### src/rtl/spi_seq_ctrl.sv
`default_nettype none
// ============================================================================
// Module   : spi_seq_ctrl
// Brief    : Multi-byte SPI transfer sequencer that drives spi_master through
//            its SFR bus (SPCR setup, per-byte SPDR write / SPIF poll / read).
// Revision : 1.0 - initial release
// ============================================================================
module spi_seq_ctrl #(
    parameter int          DEPTH     = 16,
    parameter int          AW        = 4,
    parameter logic [15:0] TIMEOUT   = 16'hFFFF,
    parameter logic [7:0]  SPCR_ADDR = 8'h02,
    parameter logic [7:0]  SPSR_ADDR = 8'h03,
    parameter logic [7:0]  SPDR_ADDR = 8'h04
) (
    input  logic          CLK,
    input  logic          RESETn,
    input  logic          start,
    input  logic          abort,
    input  logic [5:0]    cfg,
    input  logic [AW:0]   len,
    input  logic          tx_we,
    input  logic [AW-1:0] tx_waddr,
    input  logic [7:0]    tx_wdata,
    input  logic [AW-1:0] rx_raddr,
    output logic [7:0]    rx_rdata,
    output logic          busy,
    output logic          done,
    output logic [2:0]    err,
    output logic          psel,
    output logic          penable,
    output logic          WE,
    output logic          RE,
    output logic [7:0]    ADDRD,
    output logic [7:0]    DATABI,
    input  logic [7:0]    DATAB
);

    typedef enum logic [3:0] {
        S_IDLE, S_CFG, S_LOAD, S_POLL, S_RDDAT, S_CLR, S_NEXT, S_ABORT, S_DONE
    } state_t;

    localparam logic [AW:0] c_max_len  = (AW+1)'(DEPTH);
    localparam logic [7:0]  c_spsr_clr = 8'h03;

    state_t        r_state, w_nx;
    logic          r_ph, r_abort_pend, w_adv, w_abort, w_abortable, w_tmo_exp, w_rx_we;
    logic [AW:0]   r_idx, r_len, w_idx_inc;
    logic [AW-1:0] w_ld_idx;
    logic [15:0]   r_tmo;
    logic [2:0]    r_err;
    logic          r_busy, r_done, r_psel, r_penable, r_we, r_re;
    logic [7:0]    r_addr, r_wdata, r_rx_rdata;
    logic          w_psel, w_we, w_re;
    logic [7:0]    w_addr, w_wdata;
    logic [7:0]    r_tx_buf [DEPTH];
    logic [7:0]    r_rx_buf [DEPTH];

    assign w_abort     = abort | r_abort_pend;
    assign w_abortable = !(r_state inside {S_IDLE, S_DONE, S_ABORT});
    assign w_idx_inc   = r_idx + (AW+1)'(1);
    assign w_ld_idx    = (r_state == S_NEXT) ? w_idx_inc[AW-1:0] : r_idx[AW-1:0];
    assign w_tmo_exp   = (r_tmo <= 16'd1);
    assign w_rx_we     = (r_state == S_RDDAT) && r_ph;

    // Bus states advance only at the end of ACCESS (r_ph=1); others every cycle.
    always_comb begin
        w_nx  = r_state;
        w_adv = 1'b0;
        case (r_state)
            S_IDLE, S_DONE: begin
                w_adv = 1'b1;
                if (start) w_nx = (len == '0) ? S_DONE : S_CFG;
                else       w_nx = S_IDLE;
            end
            S_CFG:   begin w_adv = r_ph; w_nx = w_abort ? S_ABORT : S_LOAD; end
            S_LOAD:  begin w_adv = r_ph; w_nx = w_abort ? S_ABORT : S_POLL; end
            S_POLL: begin
                w_adv = r_ph;
                if (w_abort)       w_nx = S_ABORT;
                else if (DATAB[0]) w_nx = S_RDDAT;
                else if (w_tmo_exp) w_nx = S_ABORT;
                else               w_nx = S_POLL;
            end
            S_RDDAT: begin w_adv = r_ph; w_nx = w_abort ? S_ABORT : S_CLR; end
            S_CLR:   begin w_adv = r_ph; w_nx = w_abort ? S_ABORT : S_NEXT; end
            S_NEXT: begin
                w_adv = 1'b1;
                if (w_abort)                 w_nx = S_ABORT;
                else if (w_idx_inc == r_len) w_nx = S_DONE;
                else                         w_nx = S_LOAD;
            end
            S_ABORT: begin w_adv = r_ph; w_nx = S_DONE; end
            default: begin w_adv = 1'b1; w_nx = S_IDLE; end
        endcase
    end

    // SETUP-phase bus values for the state being entered.
    always_comb begin
        w_psel  = 1'b0;
        w_we    = 1'b0;
        w_re    = 1'b0;
        w_addr  = 8'h00;
        w_wdata = 8'h00;
        case (w_nx)
            S_CFG:   begin w_psel = 1'b1; w_we = 1'b1; w_addr = SPCR_ADDR; w_wdata = {2'b01, cfg}; end
            S_LOAD:  begin w_psel = 1'b1; w_we = 1'b1; w_addr = SPDR_ADDR; w_wdata = r_tx_buf[w_ld_idx]; end
            S_POLL:  begin w_psel = 1'b1; w_re = 1'b1; w_addr = SPSR_ADDR; end
            S_RDDAT: begin w_psel = 1'b1; w_re = 1'b1; w_addr = SPDR_ADDR; end
            S_CLR:   begin w_psel = 1'b1; w_we = 1'b1; w_addr = SPSR_ADDR; w_wdata = c_spsr_clr; end
            S_ABORT: begin w_psel = 1'b1; w_we = 1'b1; w_addr = SPCR_ADDR; end
            default: ;
        endcase
    end

    always_ff @(posedge CLK or negedge RESETn) begin
        if (!RESETn) begin
            r_state      <= S_IDLE;
            r_ph         <= 1'b0;
            r_abort_pend <= 1'b0;
            r_idx        <= '0;
            r_len        <= '0;
            r_tmo        <= '0;
            r_err        <= '0;
            r_busy       <= 1'b0;
            r_done       <= 1'b0;
            r_psel       <= 1'b0;
            r_penable    <= 1'b0;
            r_we         <= 1'b0;
            r_re         <= 1'b0;
            r_addr       <= '0;
            r_wdata      <= '0;
            r_rx_rdata   <= '0;
        end else begin
            r_done <= 1'b0;
            if (w_adv) begin
                r_state      <= w_nx;
                r_ph         <= 1'b0;
                r_abort_pend <= 1'b0;
                r_psel       <= w_psel;
                r_penable    <= 1'b0;
                r_we         <= w_we;
                r_re         <= w_re;
                r_addr       <= w_addr;
                r_wdata      <= w_wdata;
            end else begin
                r_ph      <= 1'b1;
                r_penable <= 1'b1;
                if (abort && w_abortable) r_abort_pend <= 1'b1;
            end
            if (abort && w_abortable) r_err[2] <= 1'b1;
            if ((r_state == S_IDLE || r_state == S_DONE) && start) begin
                r_err  <= '0;
                r_idx  <= '0;
                r_len  <= (len > c_max_len) ? c_max_len : len;
                r_busy <= (len != '0);
            end
            if (w_adv && w_nx == S_DONE) begin
                r_done <= 1'b1;
                r_busy <= 1'b0;
            end
            if (r_state == S_LOAD)                      r_tmo <= TIMEOUT;
            else if (r_state == S_POLL && r_tmo != '0) r_tmo <= r_tmo - 16'd1;
            if (r_state == S_POLL && r_ph) begin
                if (DATAB[1]) r_err[1] <= 1'b1;
                if (!w_abort && !DATAB[0] && w_tmo_exp) r_err[0] <= 1'b1;
            end
            if (r_state == S_NEXT) r_idx <= w_idx_inc;
            r_rx_rdata <= r_rx_buf[rx_raddr];
        end
    end

    always_ff @(posedge CLK) begin
        if (tx_we)   r_tx_buf[tx_waddr]       <= tx_wdata;
        if (w_rx_we) r_rx_buf[r_idx[AW-1:0]] <= DATAB;
    end

    assign rx_rdata = r_rx_rdata;
    assign busy     = r_busy;
    assign done     = r_done;
    assign err      = r_err;
    assign psel     = r_psel;
    assign penable  = r_penable;
    assign WE       = r_we;
    assign RE       = r_re;
    assign ADDRD    = r_addr;
    assign DATABI   = r_wdata;

endmodule
`default_nettype wire
### config.mk
export PLATFORM = sky130hd
export DESIGN_NAME = spi_seq_ctrl
export DESIGN_NICKNAME = d
export VERILOG_FILES = /design/src/rtl/spi_seq_ctrl.sv
export SDC_FILE = /design/constraint.sdc
export NUM_CORES = 1
export LEC_CHECK = 0
export CAP_MARGIN = 0
export CELL_PAD_IN_SITES_DETAIL_PLACEMENT = 1
export CELL_PAD_IN_SITES_GLOBAL_PLACEMENT = 1
export CORE_ASPECT_RATIO = 0.9
export CORE_MARGIN = 5
export CORE_UTILIZATION = 30
export CTS_CLUSTER_SIZE = 12
export DETAILED_ROUTE_END_ITERATION = 10
export PLACE_DENSITY_LB_ADDON = 0.1
export SETUP_SLACK_MARGIN = 0.5
export SYNTH_ARGS = -nofsm -noshare
export SYNTH_HDL_FRONTEND = slang
export SYNTH_SLANG_ARGS = --single-unit
### constraint.sdc
create_clock -name CLK -period 2.95 [get_ports CLK]
set_input_delay 0.59 -clock CLK [delete_from_list [all_inputs] [get_ports CLK]]
set_output_delay 0.59 -clock CLK [all_outputs]
set_load 0.01 [all_outputs]
Word level (Yosys, flattened, before mapping)

Memory sizes are Yosys's and may differ from the RTL's. A register that Yosys moved wholly into a read port is not among the register bits.
Cells that the tools add are included.

Logic and storage cells: 107
Bits in writable memories: 256
Memories: 2
Register bits after elaboration: 56
Output and inout port bits: 33
Bits of input ports: 40

Add/sub/neg operators: 2
Magnitude comparators: 2
Reductions and logical operators: 31
Equal/unequal tests: 16
Bitwise logic cells: 1
Muxes and demuxes: 38

Memory list:

| memory   | words | width | read ports | clocked after memory_dff | write ports | RTL line | text |
|---|---|---|---|---|---|---|---|
| r_rx_buf | 16    | 8     | 1          | 1                        | 1           | 57       | `logic [7:0] r_rx_buf [DEPTH];` |
| r_tx_buf | 16    | 8     | 1          | 0                        | 1           | 56       | `logic [7:0] r_tx_buf [DEPTH];` |

Operator list:

| operator                                                        | number |
|---|---|
| two-way mux 16 bit                                              | 2 |
| case mux 4 bit (8 select lines)                                 | 1 |
| == test 4 x 3 -> 1 bit, second input constant                   | 7 |
| case mux 8 bit (3 select lines)                                 | 1 |
| two-way mux 4 bit                                               | 5 |
| two-way mux 3 bit                                               | 6 |
| two-way mux 1 bit                                               | 17 |
| == test 4 x 2 -> 1 bit, second input constant                   | 4 |
| less-or-equal comparator 16 x 1 -> 1 bit, second input constant | 1 |
| nonzero test 16 bit                                             | 1 |
| subtractor 16 x 1 -> 16 bit, second input constant              | 1 |
| two-way mux 5 bit                                               | 3 |
| OR reduction 6 bit                                              | 2 |
| nonzero test 2 bit                                              | 5 |
| OR reduction 2 bit                                              | 5 |
| case mux 3 bit (3 select lines)                                 | 1 |
| == test 4 x 1 -> 1 bit, second input constant                   | 2 |
| == test 4 bit, second input constant                            | 2 |
| logical AND 1 bit                                               | 8 |
| adder 5 x 1 -> 5 bit, second input constant                     | 1 |
| == test 5 bit                                                   | 1 |
| greater-than comparator 5 bit, second input constant            | 1 |
| zero test 5 bit                                                 | 1 |
| nonzero test 5 bit                                              | 1 |
| 7 further kinds                                                 | 11 |

Longest topological paths before layout

Gate-level depths: netlist of the first run.

Depth after elaboration: 8
Mapped depth: 13

Worst setup path before layout of the first run

No wires, ideal clock.

Path kind: reg2reg
From: register r_state[3]
To: register r_wdata[4], in the netlist DATABI[4]
Cell stages (with the launch flop): 14
Setup time: 0.077 ns
Period minus slack after synthesis: 3.141 ns
Path buffers: 4
Path slack: -0.191 ns
Arrival: 3.064 ns
Cells stage by stage: dfrtp_1 > buf_6 > nand4bb_4 > inv_2 > clkbuf_1 > ha_1 > buf_1 > clkbuf_1 > mux4_2 > nor3_1 > o221ai_1 > o211ai_1 > nand3b_1 > a21oi_1

Cells in the longest elaborated chain, start to end: 5
Elaborated cells on any way between the ends: 19
Classes of those cells: eq/ne (11); mux (4); reduce/logical (3); memory (1)

Ends and longest elaborated chain:

| what                                                 | RTL line | text |
|---|---|---|
| start, declared                                      | 46       | `state_t r_state, w_nx;` |
| start signal, assigned                               | 137      | `r_state <= w_nx;` |
| == test 4 bit or zero test 4 bit (tied branches)     | 70       | `case (r_state)` |
| OR reduction 2 bit                                   | 70       |  |
| case mux 4 bit (8 select lines)                      | 70       |  |
| == test 4 x 3 -> 1 bit, or another cell as far along | 105      | `case (w_nx)` |
| case mux 8 bit (3 select lines)                      | 105      |  |
| end signal, assigned                                 | 145      | `r_wdata <= w_wdata;` |
| end, declared                                        | 53       | `logic [7:0] r_addr, r_wdata, r_rx_rdata;` |

Several ways; a longest one is shown, not always the timed one.
A chain may end at the register's enable or synchronous reset.

Worst setup path after layout of the first run

From: register r_state[0]
To: register r_wdata[1], in the netlist DATABI[1]

Same word-level chain as after synthesis.

==> impl_metrics.json, run 1 <==
{
  "status": "finished clean",
  "vias": 7808,
  "reg2reg_to": "DATABI[1]",
  "grt_max_degree": 41,
  "fillers": 4435,
  "p_per_area_nw_per_um2": 879,
  "leakagePower_uw": 0.00584,
  "skew_ps": 16.7,
  "hp-class": "in2async",
  "period_needed_ps": 2510,
  "cts.sinks": 315,
  "wire_per_inst_microns": 22.7,
  "clk_pin_slew_ps": 60,
  "antenna_cells": 0,
  "ctsHtreeMaxLevel": 2,
  "dpl_worst_slack_ps": 113,
  "synth_edf_count": 256,
  "yosys-top-cells-area": "edfxtp_1 (58%), dfrtp_1 (11%), mux4_2 (8.7%)",
  "port_buffers": 67,
  "ys_types": 72,
  "fin_nets": 1053,
  "initial_utilization": 0.301,
  "viasPerCell": 4.90,
  "worstPathArrival_ps": 2940,
  "cp_data_required_time_ps": 3370,
  "numCtsBuffers": 37,
  "synthXorXnorAreaFrac": 0.0160,
  "fin_crit_sh": 0.853,
  "fmax_mhz": 398,
  "yosys_warnings": 0,
  "die_h_microns": 209,
  "yosys.area_share.simple": 0.0879,
  "synth_top_family_by_area": "multiplexers",
  "postCtsHoldBufs": 0,
  "r2r_slack_ps": 440,
  "slew_headroom": 0.520,
  "end_kind": "flop",
  "globalRoute.totalOverflow": 0,
  "drtIter0Drc": 505,
  "synth_area_leader_cell": "edfxtp_1",
  "ant_nets": 0,
  "worstReg2RegStart": "r_state[0]",
  "grt_pass1_wl_microns": 54400,
  "area_delta_synth_final_pct": 26.6,
  "antenna_found_initial": 0,
  "layout-drive-gt1-share": 0.270,
  "synthMuxAreaShare": 0.118,
  "worstMarginPinSlew_ps": 718,
  "hold_viol": 0,
  "drcViolationCount": 0,
  "syn_inst": 828,
  "reg2reg_depth": 10,
  "synth_area_sq_um": 13200,
  "drv_slew": 0,
  "globalplace.congestion": 0.752,
  "synth_seq_area_share": 0.693,
  "cp-start-kind": "flop",
  "setup_tns_ps": 0,
  "grt_pass1_vias": 8310,
  "synth-seq-cells": 315,
  "max-vdd-ir-drop_v": 0.000345,
  "hpwlAfterDp_microns": 24300,
  "clock_path_buffers": 3,
  "netlist.area_leader.share": 0.582,
  "rows": 73,
  "io_pins": 73,
  "synthFlopType": "edfxtp_1",
  "yosys-top-cells-count": "edfxtp_1 (256), nand2_1 (67), nor2_1 (64)",
  "dieArea_sq_um": 48300,
  "synthArstFlopShare": 0.187,
  "synthAdderAreaFrac": 0.00758,
  "setup_ws_ps": 435,
  "synth-compound-area-share": 0.0571,
  "die_x_microns": 231,
  "rsz0062_at_grt": "true",
  "cts_tree": "done",
  "clock_latency_ps": 550,
  "dr.pass1.iters": 5,
  "track_usage": 0.149,
  "max_cap_violations": 0,
  "wl_microns": 36300,
  "cts_root_buf": "clkbuf_16",
  "path_class": "reg2reg",
  "setup_viol": 0,
  "syn_avg_cell_area_sq_um": 16.0,
  "yosysMostFrequentCell": "edfxtp_1",
  "core_area_sq_um": 43800,
  "cp_max_fo": 8
}
sequential cells by signal, indices dropped and copies added (netlist names), 3 cells and up:
| register | flops |
|---|---|
| r_rx_buf | 128 |
| r_tx_buf | 128 |
| r_tmo | 16 |
| DATABI | 8 |
| rx_rdata | 8 |
| r_idx | 5 |
| r_len | 5 |
| r_state | 4 |
| ADDRD | 3 |
| err | 3 |
worst max path at each step:
| stage | slack (ps) | end | start |
|---|---|---|---|
| after detailed placement | 110 | DATABI[0] | len[1] |
| after global routing | 330 | DATABI[0] | r_state[0] |
| after floorplan | 480 | DATABI[4] | r_state[3] |
| final | 440 | DATABI[1] | r_state[0] |
| after CTS | 380 | DATABI[2] | r_state[3] |
| after global placement | 150 | DATABI[0] | len[1] |
repair_timing:
item | 4_1_cts | 5_1_grt
gates resized for setup | 32 | 32
pin swaps | 12 | 18
endpoints found under the setup margin | 21 | 15
gates cloned | 0 | 1
buffers inserted | 20 | 8
power by group:
group | switching, uW | internal, uW | leakage, uW
clock network | 1820 | 2550 | 0.000569
logic | 2640 | 2410 | 0.00229
registers | 178 | 5120 | 0.00298
total | 4640 | 10100 | 0.00584
stage by stage:
step	cell area (sq um)	util	instances	hold slack [ps]	total power [uW]
final	16700	0.382	1594	26.2	14700
after global routing	16700	0.382	1594	51.7	15500
after CTS	16500	0.377	1585	19.8	14600
after detailed placement	15100	0.343	1499	474	9720
after global placement	15100	0.343	1499	463	9730
after floorplan	13300	-	832	294	8110
routing by layer:
metal,wire length (microns),GRT usage,vias to the layer above
met3,1440,0.0268,44
met4,674,0.0393,0
li1,-,-,3568
met5,0,0,-
met2,15600,0.215,136
met1,18500,0.232,4060
cells by family (layout without fill, tap and decap cells):
logic type | Yosys count | count (layout)
muxes | 88 | 88
xor gates and xnor gates | 22 | 22
and+or+nand+nor | 236 | 236
DFF | 315 | 315
AOI/OAI and AO/OA | 105 | 105
buffers and inverters | 53 | 253
other | 1 | 5
adders and majority gates | 8 | 8
critical path: stages (launching register included):
cell and delay [ps]:
dfrtp_1 370, nand4bb_4 280, buf_6 180, mux2i_4 180, buf_12 170, buf_16 140
mux2_2 330, o211ai_1 240, buf_4 180, a41o_1 220, a31oi_1 90
layout make-up:
type | instances | area, sq um | area share
timing repair buffer | 177 | 1670 | 0.100
tap | 562 | 703 | 0.0420
sequential | 315 | 9170 | 0.548
inverter | 10 | 42.5 | 0.00254
multi-input combinational | 464 | 4000 | 0.239
clock inverter | 20 | 168 | 0.0100
clock buffer | 46 | 981 | 0.0586
layout by cell type (no fill, tap or decap), types with 5 or more instances in the layout:
| cell | count |
|---|---|
| a21oi_1 | 18 |
| nor3_1 | 30 |
| xnor2_1 | 11 |
| a211oi_1 | 5 |
| nor2b_1 | 9 |
| clkbuf_16 | 39 |
| inv_1 | 7 |
| o21ai_0 | 14 |
| nand3b_1 | 9 |
| buf_4 | 88 |
| conb_1 | 5 |
| nor2_1 | 61 |
| mux4_2 | 51 |
| ha_1 | 5 |
| nand2_1 | 66 |
| mux2_2 | 16 |
| o211ai_1 | 19 |
| edfxtp_1 | 256 |
| clkbuf_1 | 8 |
| o21a_1 | 5 |
| buf_6 | 11 |
| mux2i_1 | 19 |
| a31oi_1 | 6 |
| buf_12 | 8 |
| nand3_1 | 14 |
| clkdlybuf4s50_1 | 65 |
| clkinv_1 | 7 |
| clkinv_2 | 9 |
| xor2_1 | 7 |
| dfrtp_1 | 58 |
| or3_1 | 5 |
(Power assumes the default switching activity.)
==> run 2: changes to the inputs <==
CAP_MARGIN = 10   (was 0)
clock period = 2.1 ns   (was 2.95 ns; I/O delays follow)
==> run 2 against run 1 <==
Net effect:
- the flow now finishes with violations (negative setup slack)
- maximum frequency is 2.7% higher
- register-to-register slack worse by 780 ps
- via count is 4.5% higher
- clock skew is 0.53 ps lower
- power is 53% higher
==> impl_metrics.json, run 2 (same netlist as run 1, synthesis figures left out) <==
{
  "drv_slew": 0,
  "vias": 8162,
  "cp_max_fo": 7,
  "initial_utilization": 0.301,
  "cts_tree": "done",
  "setup_viol": 25,
  "ctsHtreeMaxLevel": 2,
  "fillers": 4311,
  "clock_path_buffers": 3,
  "rsz0062_at_grt": "true",
  "numCtsBuffers": 37,
  "skew_ps": 16.2,
  "max-vdd-ir-drop_v": 0.000672,
  "violations": "negative setup slack",
  "port_buffers": 67,
  "place_area_sq_um": 16100,
  "grt_max_degree": 36,
  "globalplace.congestion": 0.727,
  "grt_pass1_vias": 8955,
  "p_per_area_nw_per_um2": 1230,
  "end_kind": "flop",
  "max_cap_violations": 0,
  "mostFrequentLayoutCell": "edfxtp_1",
  "hold_viol": 0,
  "die_x_microns": 231,
  "worstMarginPinSlew_ps": 943,
  "track_usage": 0.155,
  "viasPerCell": 4.86,
  "r2r_slack_ps": -350,
  "dpl_worst_slack_ps": -576,
  "drcViolationCount": 0,
  "dr.pass1.iters": 5,
  "hpwlAfterDp_microns": 24900,
  "leakagePower_uw": 0.00650,
  "setup_ws_ps": -350,
  "antenna_cells": 0,
  "hp-class": "in2async",
  "clock_latency_ps": 530,
  "rows": 73,
  "status": "complete, but fails checks",
  "core_area_sq_um": 43800,
  "cts.sinks": 315,
  "fin_crit_sh": 1.17,
  "ant_nets": 0,
  "cp-start-kind": "flop",
  "antenna_found_initial": 0,
  "io_pins": 73,
  "final_cell_mix": "edfxtp_1 (256), buf_4 (124), nand2_1 (57)",
  "fmax_mhz": 408,
  "reg2reg_to": "DATABI[0]",
  "clk_pin_slew_ps": 60,
  "cp_data_required_time_ps": 2550,
  "period_needed_ps": 2450,
  "die_h_microns": 209,
  "grt_pass1_wl_microns": 56800,
  "reg2reg_depth": 10,
  "dieArea_sq_um": 48300,
  "slew_headroom": 0.369,
  "drtIter0Drc": 339,
  "wl_microns": 37700,
  "wire_per_inst_microns": 22.4,
  "finalInstanceArea_sq_um": 18400,
  "area_delta_synth_final_pct": 38.9,
  "cts_root_buf": "clkbuf_16",
  "worstReg2RegStart": "r_state[0]",
  "fin_nets": 1138,
  "path_class": "reg2reg",
  "worstPathArrival_ps": 2900,
  "layout-drive-gt1-share": 0.415,
  "globalRoute.totalOverflow": 0
}
==> run 2: worst max-delay path by stage <==
stage               slack [ps]  cells after the start        from   endpoint
floorplan                 -340                     13  r_state[3]  DATABI[4]
global placement          -530                      7      len[1]  DATABI[0]
detailed placement        -580                      7      len[1]  DATABI[0]
CTS                       -360                     10  r_state[3]  DATABI[0]
global route              -420                     10  r_state[0]  DATABI[0]
finish                    -350                     10  r_state[0]  DATABI[0]
==> run 2: where the power goes <==
part	switching, uW	internal (uW)	total, uW	leakage [uW]
Combinational	4410	4310	8730	0.00295
Clock	2600	3770	6370	0.000577
Sequential	292	7190	7480	0.00298
==> run 2: final cells by class <==
cell class | instances | area, sq um | area share
tap | 562 | 703 | 0.0383
multi-input combinational | 464 | 4580 | 0.249
inverter | 10 | 48.8 | 0.00266
timing repair buffer | 262 | 2660 | 0.145
clock buffer | 52 | 1010 | 0.0552
sequential | 315 | 9170 | 0.500
clock inverter | 15 | 184 | 0.0100
==> run 2: repair_timing <==
| action | 4_1_cts | 5_1_grt |
|---|---|---|
| hold endpoints to repair | 24 | 0 |
| hold buffers | 1 | 0 |
| gates cloned | 0 | 2 |
| setup buffers | 30 | 11 |
| resized for setup | 164 | 74 |
| pin swaps | 27 | 26 |
| setup endpoints to repair | 207 | 175 |
==> run 2: per-layer routing <==
| layer | part of all wire | vias to the layer above | track usage |
|---|---|---|---|
| li1 | - | 3753 | - |
| met1 | 0.46 | 4224 | 0.220 |
| met2 | 0.48 | 137 | 0.252 |
| met3 | 0.036 | 48 | 0.0266 |
| met4 | 0.017 | 0 | 0.0311 |
| met5 | 0 | - | 0 |
==> run 2: metrics by stage <==
stage / total power (uW) / TNS [ps] / cells / hold slack, ps / util
after global placement: 14700 / -7140 / 1569 / 387 / 0.368
after global routing: 23800 / -5580 / 1680 / 390 / 0.419
after floorplan: 11700 / -1790 / 832 / 124 / -
after CTS: 22000 / -2790 / 1667 / 361 / 0.408
final: 22600 / -2920 / 1680 / 366 / 0.419
after detailed placement: 14800 / -8050 / 1569 / 389 / 0.368
==> run 2: critical path, stage by stage (launching register included) <==
cell       delay, ps
dfrtp_1          380
nand4bb_4        260
buf_6            170
mux2i_4          180
buf_12           150
buf_12           140
mux4_2           200
a21oi_1           60
a21boi_1         150
or4_1            520
a31oi_1          150
